### src/rtl/key_pkg.sv
// Shared definitions for the front-panel key conditioning slice.
package key_pkg;

  typedef enum logic [1:0] {
    IDLE         = 2'd0,
    PRESS_WAIT   = 2'd1,
    PRESSED      = 2'd2,
    RELEASE_WAIT = 2'd3
  } key_state_t;

  localparam int KEY_N        = 3;
  localparam int DEBOUNCE_DEF = 2_000_000;   // 20 ms at 100 MHz
  localparam int LONG_DEF     = 100_000_000; // 1 s at 100 MHz

endpackage

### src/rtl/key_chan.sv
// One key channel: 2-flop synchroniser, debounce FSM and long-press timer.
//
// state        | meaning
// IDLE         | key released, waiting for a raw press
// PRESS_WAIT   | raw press seen, counting stable pressed samples
// PRESSED      | press accepted, long-press timer running
// RELEASE_WAIT | raw release seen, counting stable released samples
module key_chan
  import key_pkg::*;
#(
  parameter int DEBOUNCE_CYCLES = DEBOUNCE_DEF,
  parameter int LONG_CYCLES     = LONG_DEF
) (
  input  logic clk,
  input  logic rst,
  input  logic key_in,
  output logic key_level,
  output logic key_press,
  output logic key_long
);

  localparam int DW = $clog2(DEBOUNCE_CYCLES);
  localparam int LW = $clog2(LONG_CYCLES);
  localparam logic [DW-1:0] D_LAST = DW'(DEBOUNCE_CYCLES - 1);
  localparam logic [LW-1:0] L_LAST = LW'(LONG_CYCLES - 1);

  logic          sync1, sync2;
  key_state_t    state, state_nxt;
  logic [DW-1:0] dcnt, dcnt_nxt;
  logic [LW-1:0] lcnt, lcnt_nxt;
  logic          fired, fired_nxt;
  logic          level_nxt, press_nxt, long_nxt;

  always_ff @(posedge clk or posedge rst) begin
    if (rst) begin
      sync1     <= 1'b0;
      sync2     <= 1'b0;
      state     <= IDLE;
      dcnt      <= '0;
      lcnt      <= '0;
      fired     <= 1'b0;
      key_level <= 1'b0;
      key_press <= 1'b0;
      key_long  <= 1'b0;
    end else begin
      sync1     <= key_in;
      sync2     <= sync1;
      state     <= state_nxt;
      dcnt      <= dcnt_nxt;
      lcnt      <= lcnt_nxt;
      fired     <= fired_nxt;
      key_level <= level_nxt;
      key_press <= press_nxt;
      key_long  <= long_nxt;
    end
  end

  always_comb begin
    state_nxt = state;
    dcnt_nxt  = dcnt;
    lcnt_nxt  = lcnt;
    fired_nxt = fired;
    level_nxt = key_level;
    press_nxt = 1'b0;
    long_nxt  = 1'b0;
    case (state)
      IDLE: begin
        if (sync2) begin
          state_nxt = PRESS_WAIT;
          dcnt_nxt  = DW'(1);
        end
      end
      PRESS_WAIT: begin
        if (!sync2) begin
          state_nxt = IDLE;
        end else if (dcnt == D_LAST) begin
          state_nxt = PRESSED;
          press_nxt = 1'b1;
          level_nxt = 1'b1;
          lcnt_nxt  = '0;
          fired_nxt = 1'b0;
        end else begin
          dcnt_nxt = dcnt + DW'(1);
        end
      end
      PRESSED: begin
        if (!sync2) begin
          state_nxt = RELEASE_WAIT;
          dcnt_nxt  = DW'(1);
        end else if (!fired) begin
          // lcnt parks at its last value once the long pulse has fired
          if (lcnt == L_LAST) begin
            long_nxt  = 1'b1;
            fired_nxt = 1'b1;
          end else begin
            lcnt_nxt = lcnt + LW'(1);
          end
        end
      end
      RELEASE_WAIT: begin
        // bounce back to PRESSED keeps lcnt/fired so the long timer resumes
        if (sync2) begin
          state_nxt = PRESSED;
        end else if (dcnt == D_LAST) begin
          state_nxt = IDLE;
          level_nxt = 1'b0;
        end else begin
          dcnt_nxt = dcnt + DW'(1);
        end
      end
      default: state_nxt = IDLE;
    endcase
  end

endmodule

### src/rtl/key_cond.sv
// Front-panel button conditioning: KEY_N independent debounced channels.
module key_cond
  import key_pkg::*;
#(
  parameter int DEBOUNCE_CYCLES = DEBOUNCE_DEF,
  parameter int LONG_CYCLES     = LONG_DEF
) (
  input  logic             clk,
  input  logic             rst,
  input  logic [KEY_N-1:0] key_in,
  output logic [KEY_N-1:0] key_level,
  output logic [KEY_N-1:0] key_press,
  output logic [KEY_N-1:0] key_long
);

  for (genvar i = 0; i < KEY_N; i++) begin : g_chan
    key_chan #(
      .DEBOUNCE_CYCLES(DEBOUNCE_CYCLES),
      .LONG_CYCLES    (LONG_CYCLES)
    ) u_chan (
      .clk      (clk),
      .rst      (rst),
      .key_in   (key_in[i]),
      .key_level(key_level[i]),
      .key_press(key_press[i]),
      .key_long (key_long[i])
    );
  end

endmodule

### config.mk
export PLATFORM = sky130hd
export DESIGN_NAME = key_cond
export DESIGN_NICKNAME = d
export VERILOG_FILES = /design/src/rtl/key_pkg.sv /design/src/rtl/key_chan.sv /design/src/rtl/key_cond.sv
export SDC_FILE = /design/constraint.sdc
export NUM_CORES = 1
export LEC_CHECK = 0
export ABC_AREA = 1
export CAP_MARGIN = 20
export CORE_MARGIN = 2
export CORE_UTILIZATION = 60
export CTS_CLUSTER_DIAMETER = 80
export CTS_CLUSTER_SIZE = 25
export DETAILED_ROUTE_END_ITERATION = 8
export PLACE_DENSITY = 0.77
export SLEW_MARGIN = 20
export SYNTH_ARGS = -nofsm -noshare
export SYNTH_HDL_FRONTEND = slang
export SYNTH_SLANG_ARGS = --single-unit
### constraint.sdc
create_clock -name clk -period 11.4 [get_ports clk]
set_input_delay 1.14 -clock clk [delete_from_list [all_inputs] [get_ports clk]]
set_output_delay 1.14 -clock clk [all_outputs]
set_load 0.01 [all_outputs]
==> flow_summary.yaml <==
critical_path:
  r2r_cells: 9
  endpoint_kind: "async pin"
  worstSetupPathType: "input port to async pin"
  cp.arrival_ns: 3.11
  crit_path_start_kind: "input port"
  critPathMaxFanout: 100
  reg2reg_to: "g_chan[0].u_chan.lcnt[5]"
  rrSetupSlack_ns: 8.99
  cp.required_ns: 11.85
  r2r_start: "g_chan[0].u_chan.state[0]"
global_route:
  grt_max_degree: 101
  grt_pass1_vias: 9529
  grt_pass1_wl_mm: 43.2
  antenna_found_initial: 0
  track_usage_pct: 26.0
  gr-total-overflow: 0
die:
  die_w_um: 141
  ios: 14
  die-area_mm2: 0.0200
  fp.dieH_um: 141
  start_util_pct: 60.8
  coreArea_mm2: 0.0186
  rows: 50
clock_tree:
  root_buffer: "clkbuf_16"
  cts_setup_buffers: 0
  cts_buffers: 17
  cts.repair.resized: 0
  tritoncts: "built"
  ctsHoldBuffers: 0
  cts_sinks: 168
  clk_latency_ns: 0.43
  htreeDepth: 4
  cts.path.max_buffers: 2
  path_clk_slew_ns: 0.06
synth:
  ys_seq_area_share_pct: 37.1
  netlist.area_leader.share_pct: 37.1
  synth_area_leaders: "dfrtp_1 37%, nand2_1 23%, nor2_1 11%"
  synth_top_area_cell: "dfrtp_1"
  yosys_warnings: 0
  synth_cells: 1766
  synth_nets: 1777
  syn_area_mm2: 0.0113
  synth_seq_cells: 168
  ys_types: 36
  syn_avg_cell_area_um2: 6.42
sta:
  setup_viol: 0
  clock_skew_ns: 0.00941
  post-route-min-period_ns: 2.66
  hold_viol_final: 0
  rsz0062_at_grt: "no"
  maxSlewViolCount: 0
  tightestPinTransition_ns: 0.887
  maxSlewHeadroom_pct: 40.9
  max_freq_ghz: 0.376
  finalSetupTns_ns: 0
  fin_crit_sh_pct: 23.3
min_path:
  hold_end: "g_chan[2].u_chan.sync2"
  holdCritPathClass: "flop to flop"
  worst_hold_startpoint: "g_chan[2].u_chan.sync1"
  worstHoldPathCells: 0
route:
  drtIter0Drc: 614
  dr.pass1.iters: 5
  wl_per_cell_um: 12.5
  wirelength_mm: 25.1
  via_per_inst: 5.26
  ant_nets: 0
  vias: 10540
  drc_errors: 0
pwr:
  power_leakage_uw: 0.00521
  power.density_mw_per_mm2: 104
  ir_worst_vdd_mv: 0.113
place:
  portBuffers: 13
  dp_hpwl_mm: 17.7
  gp_congestion: 0.915
cells_and_area:
  postLayoutCoreUtil_pct: 64.7
  layout_common_cells: "691 x nand2_1, 322 x nor2_1, 168 x dfrtp_1, 151 x inv_1, 141 x nand3_1"
  area_delta_synth_final_pct: 6.44
  final.fill_count: 1753
  nets: 1769
  layout-drive-gt1-share_pct: 4.63
  layout_commonest_cell: "nand2_1"
  num_antenna_cells: 0
flow_run:
  cap_violations: 0
status:
  status: "complete, no violations"
==> registers in the layout, summed over array words and instances (netlist names), named ones only <==
name	count
g_chan.u_chan.fired	3
g_chan.u_chan.key_long	3
g_chan.u_chan.sync2	3
g_chan.u_chan.dcnt	63
g_chan.u_chan.key_press	3
g_chan.u_chan.state	3
g_chan.u_chan.sync1	3
g_chan.u_chan.lcnt	81
g_chan.u_chan.key_level	3
==> critical path, stage by stage <==
cell and delay (ns):
clkdlybuf4s50_1 0.47, inv_6 0.64, buf_4 0.80
==> area by class of cell <==
class / count / area, um2 / share of cell area [%]
sequential: 168 / 4200 / 34.8
timing repair buffer: 15 / 145 / 1.20
clock inverter: 10 / 116 / 0.964
multi-input combinational: 1394 / 6220 / 51.6
clock buffer: 22 / 474 / 3.93
inverter: 162 / 613 / 5.08
tap: 234 / 293 / 2.43
==> cell usage after synthesis <==
library cell	instances
and2_0	1
o21ai_1	22
o21bai_1	2
inv_2	10
nor2_8	1
nand3_2	6
buf_2	7
o21ai_0	31
buf_4	15
nand2_1	692
o21bai_4	1
or2_2	5
clkbuf_1	8
inv_1	152
buf_1	2
nor2_2	6
o22ai_1	8
nor4_1	2
buf_6	8
o211ai_1	1
nand3b_1	4
nand4_1	30
xnor2_1	18
a21oi_1	9
buf_8	2
nor2_1	322
xor2_1	45
nand2_2	8
nand2_4	5
nand3_1	141
dfrtp_1	168
nor3_1	22
ha_1	6
nor3_4	1
nor2_4	4
o21ai_4	1
==> where the power goes <==
group	switching (uW)	internal [uW]
registers	14.4	605
logic	36.9	13.6
clock network	240	341
total	292	960
==> per-stage QoR <==
step	worst slack (ns)	power, uW	cell area, um2	hold slack (ns)	instances
2_1_floorplan	5.71	668	11300	0.331	1766
3_3_place_gp	8.15	680	11500	0.343	1973
3_5_place_dp	8.12	681	11500	0.340	1973
4_1_cts	8.59	1260	12100	0.355	2005
5_1_grt	8.38	1300	12100	0.367	2005
6_report	8.74	1250	12100	0.351	2005
==> worst max-delay path by stage <==
stage,start,endpoint,slack [ns],cells past startpoint
3_5_place_dp,rst,g_chan[1].u_chan.lcnt[21],8.12,3
4_1_cts,rst,g_chan[1].u_chan.lcnt[18],8.59,3
5_1_grt,rst,g_chan[1].u_chan.lcnt[19],8.38,3
6_report,rst,g_chan[1].u_chan.dcnt[18],8.74,3
3_3_place_gp,rst,g_chan[1].u_chan.lcnt[23],8.15,3
2_1_floorplan,rst,async pin,5.71,1
==> kinds of logic after synthesis <==
family	Yosys count	synth area share, %
buf+inv	204	8.06
simple gates	1250	45.6
fa+ha+maj	6	0.662
compound gates	75	3.69
flops	168	37.1
xor+xnor	63	4.87
==> per-layer routing <==
metal / GRT usage [%] / up-vias / share of wire, %
met4: 7.21 / 0 / 1.7
met2: 44.9 / 211 / 48
met3: 4.39 / 34 / 4.2
met5: 0 / - / 0
li1: - / 5463 / -
met1: 34.1 / 4832 / 46
Note: power is estimated with default switching activity, not from simulation.
